--- src/rtl/regfile_wb_arb_if.sv ---
// Writeback requester bus: per-requester valid/rd/data flattened into vectors
// (slice i belongs to requester i) plus the one-hot ready returned by the arbiter.
//   master : requester side (drives valid/rd/data, samples ready)
//   slave  : arbiter side   (samples valid/rd/data, drives ready)
interface regfile_wb_arb_if #(
  parameter int XLEN = 64,
  parameter int NREQ = 3
);
  logic [NREQ-1:0]      req_valid;
  logic [5*NREQ-1:0]    req_rd;
  logic [XLEN*NREQ-1:0] req_data;
  logic [NREQ-1:0]      req_ready;

  modport master (output req_valid, req_rd, req_data, input req_ready);
  modport slave  (input req_valid, req_rd, req_data, output req_ready);
endinterface

--- src/rtl/regfile_wb_arb.sv ---
// Register-file writeback arbiter. NREQ requesters (2..4) compete for a single
// register-file write port; round-robin grant, combinational one-hot ready,
// registered write port with fixed 1-cycle latency.
// Optional pending-writeback scoreboard, compiled in with WB_ARB_SCOREBOARD_EN;
// without it pend_mask is tied to 0 and issue_* are ignored.
// Ports:
//   clk, reset          clock, asynchronous active-high reset
//   bus (slave)         req_valid/req_rd/req_data in, req_ready out
//   wb_stall            blocks all grants while high
//   rf_regWrite/rf_wReg/rf_wData  register-file write port (registered)
//   issue_valid/issue_rd          marks a destination register in flight
//   pend_mask           registers with an outstanding writeback (bit 0 always 0)
module regfile_wb_arb #(
  parameter int XLEN = 64,
  parameter int NREQ = 3
) (
  input  logic              clk,
  input  logic              reset,
  regfile_wb_arb_if.slave   bus,
  input  logic              wb_stall,
  output logic              rf_regWrite,
  output logic [4:0]        rf_wReg,
  output logic [XLEN-1:0]   rf_wData,
  input  logic              issue_valid,
  input  logic [4:0]        issue_rd,
  output logic [31:0]       pend_mask
);

  logic [1:0]      last_grant;
  logic [1:0]      sel;
  logic            found;
  logic [NREQ-1:0] vld;
  logic [NREQ-1:0] ready;
  logic            xfer;
  logic [4:0]      g_rd;
  logic [XLEN-1:0] g_data;

  assign vld = bus.req_valid;

  // Round-robin search starting one past the last granted requester.
  always_comb begin
    sel   = last_grant;
    found = 1'b0;
    for (int k = 1; k <= NREQ; k++) begin
      if (!found && vld[(int'(last_grant) + k) % NREQ]) begin
        found = 1'b1;
        sel   = 2'((int'(last_grant) + k) % NREQ);
      end
    end
  end

  // Ready is gated by reset so nothing can be granted while in reset.
  always_comb begin
    ready  = '0;
    g_rd   = '0;
    g_data = '0;
    for (int i = 0; i < NREQ; i++) begin
      ready[i] = found && !wb_stall && !reset && (sel == 2'(i));
      if (sel == 2'(i)) begin
        g_rd   = bus.req_rd[i*5 +: 5];
        g_data = bus.req_data[i*XLEN +: XLEN];
      end
    end
  end

  assign bus.req_ready = ready;
  assign xfer          = |(vld & ready);

  always_ff @(posedge clk or posedge reset) begin
    if (reset) begin
      last_grant  <= 2'(NREQ - 1);
      rf_regWrite <= 1'b0;
      rf_wReg     <= '0;
      rf_wData    <= '0;
    end else begin
      rf_regWrite <= 1'b0;
      if (xfer) begin
        last_grant  <= sel;
        rf_wReg     <= g_rd;
        rf_wData    <= g_data;
        // rd=0 still consumes the grant but must not write x0.
        rf_regWrite <= (g_rd != 5'd0);
      end
    end
  end

`ifdef WB_ARB_SCOREBOARD_EN
  logic [31:1] pend;

  // Set wins over clear on the same register; x0 is never tracked.
  always_ff @(posedge clk or posedge reset) begin
    if (reset) begin
      pend <= '0;
    end else begin
      for (int r = 1; r < 32; r++) begin
        if (issue_valid && issue_rd == 5'(r))
          pend[r] <= 1'b1;
        else if (xfer && g_rd == 5'(r))
          pend[r] <= 1'b0;
      end
    end
  end

  assign pend_mask = {pend, 1'b0};
`else
  logic unused_issue;
  assign unused_issue = ^{issue_valid, issue_rd};
  assign pend_mask    = '0;
`endif

endmodule

--- src/flat_wrapper.sv ---
// flat-port wrapper written by rule: the top's interface ports become plain ports
module regfile_wb_arb_flat 
#(
  parameter int XLEN = 64,
  parameter int NREQ = 3
)
  (clk, reset, wb_stall, rf_regWrite, rf_wReg, rf_wData, issue_valid, issue_rd, pend_mask, bus_req_valid, bus_req_rd, bus_req_data, bus_req_ready);
  regfile_wb_arb_if #(.XLEN(XLEN), .NREQ(NREQ)) bus_i ();
  input  logic clk;
  input  logic reset;
  input  logic wb_stall;
  output logic rf_regWrite;
  output logic [4:0] rf_wReg;
  output logic [XLEN-1:0] rf_wData;
  input  logic issue_valid;
  input  logic [4:0] issue_rd;
  output logic [31:0] pend_mask;
  input wire logic [$bits(bus_i.req_valid)-1:0] bus_req_valid;
  input wire logic [$bits(bus_i.req_rd)-1:0] bus_req_rd;
  input wire logic [$bits(bus_i.req_data)-1:0] bus_req_data;
  output wire logic [$bits(bus_i.req_ready)-1:0] bus_req_ready;
  assign bus_i.req_valid = bus_req_valid;
  assign bus_i.req_rd = bus_req_rd;
  assign bus_i.req_data = bus_req_data;
  assign bus_req_ready = bus_i.req_ready;
  regfile_wb_arb #(.XLEN(XLEN), .NREQ(NREQ)) u_core (.clk(clk), .reset(reset), .bus(bus_i), .wb_stall(wb_stall), .rf_regWrite(rf_regWrite), .rf_wReg(rf_wReg), .rf_wData(rf_wData), .issue_valid(issue_valid), .issue_rd(issue_rd), .pend_mask(pend_mask));
endmodule
--- config.mk ---
export PLATFORM = sky130hd
export DESIGN_NAME = regfile_wb_arb_flat
export DESIGN_NICKNAME = d
export VERILOG_FILES = /design/src/rtl/regfile_wb_arb_if.sv /design/src/rtl/regfile_wb_arb.sv /design/src/flat_wrapper.sv
export SDC_FILE = /design/constraint.sdc
export NUM_CORES = 1
export LEC_CHECK = 0
export ABC_AREA = 1
export BUFFER_PORTS_ARGS = -buffer_cell sky130_fd_sc_hd__buf_2
export CAP_MARGIN = 0
export CELL_PAD_IN_SITES_DETAIL_PLACEMENT = 1
export CELL_PAD_IN_SITES_GLOBAL_PLACEMENT = 1
export CORE_UTILIZATION = 29
export DETAILED_ROUTE_END_ITERATION = 12
export PLACE_DENSITY_LB_ADDON = 0.05
export SYNTH_ARGS = -nofsm -noshare
export SYNTH_HDL_FRONTEND = slang
export SYNTH_SLANG_ARGS = --single-unit
--- constraint.sdc ---
create_clock -name clk -period 5.05 [get_ports clk]
set_input_delay 0.505 -clock clk [delete_from_list [all_inputs] [get_ports clk]]
set_output_delay 0.505 -clock clk [all_outputs]
set_load 0.005 [all_outputs]
Yosys cells after proc, flatten, opt, wreduce, memory -nomap -nowiden

Index checks and enable logic that the tools add are counted.

Register bits: 72
Bits of input ports: 219
Output and inout bits: 105
Word-level logic and storage cells: 52

Add/subtract/negate cells: 3
Divide/modulo/power cells: 3
Magnitude comparators: 3
Equal/unequal tests: 2
Muxes and demuxes: 22
Bitwise operators: 1
Reduce and logical (&&, ||, !) cells: 14

Operator list:

| kind                                                         | count |
|---|---|
| 2-to-1 mux 64 bit                                            | 3 |
| less-than comparator 32 x 4 -> 1 bit (second input constant) | 3 |
| remainder unit 32 x 3 -> 32 bit (second input constant)      | 3 |
| 2-to-1 mux 5 bit                                             | 3 |
| 2-to-1 mux 1 bit                                             | 10 |
| logical AND 1 bit                                            | 7 |
| adder 2 x 2 -> 3 bit (second input constant)                 | 2 |
| binary-select mux 1 bit (select 2 bit)                       | 3 |
| 2-to-1 mux 2 bit                                             | 3 |
| nonzero test 5 bit                                           | 1 |
| logical NOT 1 bit                                            | 4 |
| adder 2 x 1 -> 3 bit (second input constant)                 | 1 |
| bitwise AND 3 bit                                            | 1 |
| OR reduction 3 bit                                           | 1 |
| equality test 2 x 1 -> 1 bit (second input constant)         | 1 |
| equality test 2 bit (second input constant)                  | 1 |
| logical NOT 2 bit                                            | 1 |

Longest topological paths before layout

Gate-level depths: netlist of the first run.

Depth in word-level cells: 18
Mapped depth: 21
Depth with buffers taken out: 19

Least setup slack after synthesis of the first run

OpenSTA, ideal clock, no wires.

Kind: input -> output
Start: input reset
End: output bus_req_ready[0]
Arrival time: 3.059 ns
Required time: 4.545 ns
Slack: 1.486 ns
Cell stages on the path: 5
Buffers on the path: 2
Path through: inv_1 nand3_1 buf_2 clkbuf_1 nor3_1

Word-level cells in the longest chain between the ends: 3

Ends and longest elaborated chain:

| element                        | RTL line             | source |
|---|---|---|
| start, declared                | flat_wrapper.sv:10   | `input logic reset;` |
| logical NOT 1 bit              | regfile_wb_arb.sv:58 | `ready[i] = found && !wb_stall && !reset && (sel == 2'(i));` |
| logical AND 1 bit (2 in a row) | regfile_wb_arb.sv:58 |  |
| end, declared                  | flat_wrapper.sv:21   | `output wire logic [$bits(bus_i.req_ready)-1:0] bus_req_ready;` |

No other way between the ends.

Worst setup path in the final report of the first run

Start: register u_core.last_grant[0]
End: register u_core.rf_wData[24]

Word-level cells in the longest chain between the ends: 17
Elaborated cells on any way between the ends: 38
Classes of those cells: 3 x add/sub; 3 x div; 2 x eq/ne; 18 x mux; 1 x bitwise; 11 x reduce/logical

Ends and longest elaborated chain:

| element                                             | RTL line                                   | source |
|---|---|---|
| start, declared                                     | regfile_wb_arb.sv:29                       | `logic [1:0] last_grant;` |
| start signal, assigned                              | regfile_wb_arb.sv:71                       | `last_grant <= 2'(NREQ - 1);` |
| start signal, assigned                              | regfile_wb_arb.sv:78                       | `last_grant <= sel;` |
| adder 2 x 1 -> 3 bit                                | regfile_wb_arb.sv:45, regfile_wb_arb.sv:47 |  |
| remainder unit 32 x 3 -> 32 bit                     | regfile_wb_arb.sv:45, regfile_wb_arb.sv:47 |  |
| binary-select mux 1 bit (select 2 bit)              | regfile_wb_arb.sv:45                       | `if (!found && vld[(int'(last_grant) + k) % NREQ]) begin` |
| 2-to-1 mux 1 bit (not written as such) (2 in a row) | regfile_wb_arb.sv:45                       |  |
| 2-to-1 mux 1 bit                                    | regfile_wb_arb.sv:45                       |  |
| logical NOT 1 bit                                   | regfile_wb_arb.sv:45                       |  |
| logical AND 1 bit                                   | regfile_wb_arb.sv:45                       |  |
| 2-to-1 mux 1 bit                                    | regfile_wb_arb.sv:45                       |  |
| logical NOT 1 bit                                   | regfile_wb_arb.sv:45                       |  |
| logical AND 1 bit                                   | regfile_wb_arb.sv:45                       |  |
| 2-to-1 mux 1 bit                                    | regfile_wb_arb.sv:45                       |  |
| logical AND 1 bit (3 in a row)                      | regfile_wb_arb.sv:58                       |  |
| bitwise AND 3 bit                                   | regfile_wb_arb.sv:67                       | `assign xfer = \|(vld & ready);` |
| OR reduction 3 bit                                  | regfile_wb_arb.sv:67                       |  |
| end signal, assigned                                | regfile_wb_arb.sv:80                       | `rf_wData <= g_data;` |
| end, declared                                       | regfile_wb_arb.sv:23                       | `output logic [XLEN-1:0] rf_wData,` |

Several ways; a longest one is shown, not always the timed one. The select of a mux whose other input is x is not followed.
A chain may end at the register's enable or synchronous reset.

==> flow_metrics.py, run 1 <==
metrics = {
    "floorplanning": {
        "rows": 45,
        "io_pins": 324,
        "dieArea_um2": 16000,
        "start_util_pct": 29.6,
        "die-height_um": 126,
        "dieWidth_um": 126,
        "core_area_um2": 15100,
    },
    "yosys": {
        "ys.flop_type": "dfrtp_1",
        "syn_area_um2": 4490,
        "yosys-top-cells-area": "dfrtp_1, nand2_1, buf_4",
        "yosys.area.top_type_share_pct": 39.6,
        "yosysMostFrequentCell": "nand2_1",
        "async_reset_ff_share_pct": 100,
        "seq_area_frac_synth_pct": 40.2,
        "synth_top_cells_by_count": "nand2_1, dfrtp_1, buf_4, nand4_1, o21a_1",
        "ys_types": 28,
        "ys_ff_latch": 72,
        "yosysTopAreaCell": "dfrtp_1",
        "ys_warn_count": 0,
        "synth_edf_count": 0,
        "avgSynthCellArea_um2": 7.37,
        "synthCells": 609,
    },
    "place": {
        "place_area_um2": 5880,
        "place_congestion": 0.821,
        "place_hpwl_um": 12000,
        "post-place-ws_ps": 1570,
        "io_buffer_count": 285,
    },
    "global_routing": {
        "grt_pass1_vias": 5219,
        "track_usage_pct": 20.8,
        "use_met1_pct": 23.8,
        "top_usage_layer": "met2",
        "gr-usage-met3_pct": 5.27,
        "antenna_found_initial": 2,
        "gr-usage-met2_pct": 37.3,
        "grt_max_degree": 73,
        "grt_pass1_wl_um": 26100,
        "grt_overflow": 0,
    },
    "sta": {
        "setup_ws_ps": 1610,
        "fin_worst_skew_ps": 8.26,
        "setup_viol": 0,
        "fin_crit_sh_pct": 68.1,
        "final-hold-violation-count": 0,
        "rsz0062_at_grt": "false",
        "max-slew-margin-rel_pct": 19.1,
        "min_period_ps": 3440,
        "maxSlewViolCount": 0,
        "max_freq_mhz": 291,
        "tightestPinTransition_ps": 1210,
        "fin_hold_ws_ps": 435,
        "fin_setup_tns_ps": 0,
    },
    "pwr": {
        "sequentialPowerShare_pct": 19.8,
        "p_leak_uw": 0.00332,
        "p_per_area_nw_per_um2": 810,
        "power.internal_uw": 2500,
        "p_clk_share_pct": 14.8,
        "combPwrFrac_pct": 65.4,
        "p_sw_uw": 2550,
        "vdd_drop_max_uv": 743,
        "p_sw_share_pct": 50.5,
    },
    "cts": {
        "clockBufferDepth": 2,
        "cts_tree": "built",
        "cts_buffers": 9,
        "cts_sinks": 72,
        "h-tree-depth": 3,
        "post_cts_buffers": 0,
        "cts_root_buf": "clkbuf_16",
        "clk-insertion-delay-late_ps": 330,
        "clk_transition_reported_paths_ps": 60,
        "ctsHoldBuffers": 0,
        "cts.repair.resized": 0,
    },
    "flow_run": {
        "maxCapViolCount": 0,
    },
    "critical_path": {
        "cp_max_fo": 43,
        "required_ps": 5320,
        "critPathArrivalTime_ps": 3710,
        "crit_path_max_incr_delay_ps": 850,
        "path_cells": "inv_1 > ha_1 > inv_2 > nand2_2 > nand3_1 > nand2_1 > nand3_2 > nand3_1 > nand2_2 > nor2_4 > buf_4 > nand2_1 > nand4_1 > o21a_1",
        "end_kind": "flop",
        "startpoint_type": "flop",
        "crit_type": "reg2reg",
        "crit_slowest_cell": "nor2_4",
    },
    "drt": {
        "vias": 4981,
        "drcViolationCount": 0,
        "wl_um": 16000,
        "dr.pass1.iters": 4,
        "wire_per_inst_um": 14.9,
        "drt-vias-per-instance": 4.66,
        "ant_nets": 0,
        "dr.first_iter.drc_count": 207,
    },
    "finish": {
        "seqCellArea_um2": 1800,
        "final_area_um2": 6240,
        "area_growth_pct": 38.9,
        "layout-drive-gt1-share_pct": 38.7,
        "multi_input_area_um2": 2280,
        "fillers": 1979,
        "nNetsFinal": 1094,
        "fin_util_pct": 41.2,
    },
    "worst_hold_path": {
        "hp-class": "in2reg",
    },
    "run_status": {
        "status": "finished clean",
    },
}
[critical path, delay by kind of cell, from the launching register on]
kind / cells / cell delay, ps
AND/OR/NAND/NOR: 9 / 1780
buffers and inverters: 3 / 630
adder cells (fa/ha/maj): 1 / 460
flip-flops: 1 / 370
AO/OA/AOI/OAI: 1 / 120
[power by group through the flow]
stage               sequential, uW  clock, uW  combinational, uW
floorplan                     1030          0               2430
global placement               997          0               3300
detailed placement            1010          0               3390
CTS                           1000        777               3400
global route                  1040        795               3820
finish                         999        747               3310
[stage by stage]
step / instances / power [uW]
6_report: 1068 / 5050
5_1_grt: 1067 / 5650
4_1_cts: 1066 / 5180
3_5_place_dp: 1050 / 4400
3_3_place_gp: 1050 / 4300
2_1_floorplan: 640 / 3470
[metal layers]
layer / vias to the layer above / share of wire (%)
met5: - / 0.075
met4: 2 / 1.5
met1: 2350 / 41
met2: 165 / 51
li1: 2448 / -
met3: 16 / 7.1
[area by class of cell]
type	instances	share of cell area (%)
antenna	2	0.0803
clock buffer	11	4.05
clock inverter	5	1.65
inverter	24	1.46
multi-input combinational	476	36.6
sequential	72	28.9
tap	188	3.77
timing repair buffer	290	23.5
[flip-flops by register name, indices dropped and copies added, names as in the netlist]
signal and flops:
u_core.last_grant 2, u_core.rf_regWrite 1, u_core.rf_wReg 5, u_core.rf_wData 64
[cells by family (layout without fill, tap and decap cells)]
family | count (synthesis) | after routing | synth area share [%]
AO/OA/AOI/OAI | 101 | 101 | 13.6
adder cells (fa/ha/maj) | 2 | 2 | 0.557
buffers and inverters | 92 | 330 | 11.7
flip-flops | 72 | 72 | 40.2
other | 1 | 34 | 0.0835
AND/OR/NAND/NOR | 341 | 341 | 33.9
[path summary, 6_finish.rpt]
check | start | end | slack, ps | depth (start not counted)
hold reg to reg | u_core.rf_wData[39] | u_core.rf_wData[39] | 480 | 2
setup reg to reg | u_core.last_grant[0] | u_core.rf_wData[24] | 1610 | 14
max in group asynchronous | reset | u_core.rf_wData[42] | 3940 | 3
setup / recovery | u_core.last_grant[0] | u_core.rf_wData[24] | 1610 | 14
min in group asynchronous | reset | u_core.rf_wData[39] | 490 | 3
hold / removal | bus_req_data[145] | u_core.rf_wData[17] | 440 | 3
[cell usage in the layout, fill, tap and decap left out]
cell type	count
nor2_4	2
bufinv_16	3
clkbuf_8	2
dfstp_2	1
nand3_1	21
o21ai_0	9
conb_1	32
clkbuf_16	9
buf_2	285
clkinv_2	2
nor2_1	4
nor3_1	1
o21bai_1	2
diode_2	2
inv_1	17
ha_1	2
inv_2	6
nand3_2	4
nand2_2	14
o21a_1	38
o21ai_2	1
buf_4	5
nor2_2	1
nand4_1	38
o21ai_1	24
nand2_1	252
clkinvlp_4	1
dfrtp_1	71
nand2_4	2
nor2_8	2
a21oi_1	27
Power figures use the tool's default switching activity.
==> inputs of run 2 (changes only) <==
CORE_UTILIZATION = 25   (was 29)
clock period = 2.9 ns   (was 5.05 ns; I/O delays follow)
==> flow_metrics.py, run 2 (synthesized netlist as in run 1, its figures left out) <==
metrics = {
    "run_status": {
        "status": "finished clean",
    },
    "finish": {
        "area_growth_pct": 41.6,
        "largestRegisters": "u_core.rf_wData (64), u_core.rf_wReg (5), u_core.last_grant (2)",
        "layout_common_cells": "buf_2, nand2_1, dfrtp_1",
        "fin_util_pct": 36.5,
        "top_register": "u_core.rf_wData",
        "largest_reg_flops": 64,
        "nNetsFinal": 1103,
        "final_area_um2": 6360,
        "layout_commonest_cell": "buf_2",
        "layout-drive-gt1-share_pct": 39.4,
    },
    "sta": {
        "fin_worst_skew_ps": 4.33,
        "min_period_ps": 2800,
        "rsz0062_at_grt": "true",
        "final-hold-violation-count": 0,
        "tightestPinTransition_ps": 942,
        "fin_crit_sh_pct": 96.5,
        "maxSlewViolCount": 0,
        "setup_viol": 0,
        "max-slew-margin-rel_pct": 37.2,
        "max_freq_mhz": 357,
    },
    "floorplanning": {
        "core_area_um2": 17400,
        "die-height_um": 136,
        "rows": 48,
        "start_util_pct": 25.8,
        "io_pins": 324,
        "dieWidth_um": 136,
        "dieArea_um2": 18500,
    },
    "pwr": {
        "p_leak_uw": 0.00335,
        "p_per_area_nw_per_um2": 1460,
        "vdd_drop_max_uv": 973,
    },
    "critical_path": {
        "cp_max_fo": 8,
        "r2r_slack_ps": 230,
        "required_ps": 2610,
        "critPathArrivalTime_ps": 2510,
        "critPathBufInv": 4,
        "reg2reg_depth": 15,
        "path_cells": "inv_1 > ha_1 > inv_2 > nand3_1 > nand2_2 > nand3_2 > nand2_2 > nor2_4 > nor2_8 > inv_2 > nor2_2 > buf_2",
        "startpoint_type": "flop",
        "rr_startpoint": "u_core.last_grant[1]",
        "cp.depth": 12,
        "crit_slowest_cell": "dfstp_2",
        "reg2reg_to": "u_core.rf_regWrite",
        "end_kind": "output pin",
        "crit_family": "simple AND/OR/NAND/NOR gates",
        "crit_path_max_incr_delay_ps": 550,
        "crit_type": "reg2out",
    },
    "worst_hold_path": {
        "whs_endpoint": "u_core.rf_wData[7]",
        "hp-class": "in2reg",
        "min_from": "bus_req_data[135]",
        "worstHoldPathCells": 3,
    },
    "global_routing": {
        "grt_pass1_vias": 5234,
        "grt_overflow": 0,
        "track_usage_pct": 18.6,
        "grt_pass1_wl_um": 26500,
        "grt_max_degree": 73,
        "antenna_found_initial": 2,
    },
    "cts": {
        "clk_transition_reported_paths_ps": 50,
        "cts_tree": "built",
        "clockBufferDepth": 2,
        "cts_buffers": 9,
        "cts_sinks": 72,
        "post_cts_buffers": 0,
        "cts_root_buf": "clkbuf_16",
        "clk-insertion-delay-late_ps": 330,
        "h-tree-depth": 3,
    },
    "drt": {
        "dr.pass1.iters": 5,
        "wire_per_inst_um": 15.6,
        "ant_nets": 0,
        "drcViolationCount": 0,
        "dr.first_iter.drc_count": 178,
        "wl_um": 17300,
        "drt-vias-per-instance": 4.53,
        "vias": 5020,
    },
    "place": {
        "place_congestion": 0.787,
        "place_area_um2": 6030,
        "io_buffer_count": 285,
        "place_hpwl_um": 13400,
    },
    "flow_run": {
        "maxCapViolCount": 0,
    },
}
[run 2: cell count changes in the layout (fill, tap and decap cells not counted), moves of 2 or more]
cell       delta
buf_12        +4
buf_4         +3
bufinv_16     -2
clkinv_2      -2
[run 2: cell type report]
class                      count  area [um^2]
clock buffer                  11          253
multi-input combinational    476         2290
sequential                    72         1800
tap                          225          282
timing repair buffer         299         1600
fill                        2259        11100
antenna                        1         2.50
clock inverter                 1         30.0
inverter                      24         93.8
[run 2: stage by stage]
stage / cells / setup WS [ps] / setup TNS [ps] / hold WS, ps / total power [uW]
floorplan: 640 / 291 / 0 / 464 / 6040
global placement: 1095 / 262 / 0 / 466 / 7990
detailed placement: 1095 / 144 / 0 / 475 / 8180
CTS: 1107 / 16.0 / 0 / 208 / 9340
global route: 1109 / -66.7 / -66.7 / 231 / 10200
finish: 1109 / 101 / 0 / 222 / 9270
[run 2: what timing repair did]
action / 4_1_cts / 5_1_grt
gates cloned: 0 / 1
resized for setup: 2 / 3
endpoints found under the hold margin: 0 / 0
setup endpoints to repair: 1 / 31
hold buffers: 0 / 0
[run 2: power breakdown]
group,internal [uW],switching [uW]
clock network,693,394
logic,2370,4060
registers,1510,242
total,4580,4700
[run 2: metal layers]
layer | share of wire (%) | track usage, % | vias to the layer above
met5 | 0 | 0 | -
met4 | 1.9 | 6.48 | 0
met3 | 6.8 | 4.25 | 23
met2 | 52 | 34.2 | 171
met1 | 40 | 20.8 | 2359
li1 | - | - | 2467
[run 2: worst reg2reg max path, cell delays in order, from the launching register on]
cell	delay, ps
dfstp_2	550
inv_1	60
ha_1	270
inv_2	130
nand3_1	120
nand2_2	130
nand3_2	120
nand3_1	180
nand2_4	130
nor2_4	230
buf_12	200
nand2_1	70
nand2_1	110
nand3_1	110
nor2_1	100
nor2_1	40
[run 2: how the worst max path moves through the flow]
stage / startpoint / endpoint / slack [ps]
2_1_floorplan: reset / bus_req_ready[0] / 290
3_3_place_gp: u_core.last_grant[0] / u_core.rf_wData[10] / 260
3_5_place_dp: u_core.last_grant[0] / u_core.rf_wData[10] / 140
4_1_cts: u_core.last_grant[1] / bus_req_ready[1] / 20
5_1_grt: u_core.last_grant[1] / bus_req_ready[1] / -70
6_report: u_core.last_grant[1] / bus_req_ready[1] / 100
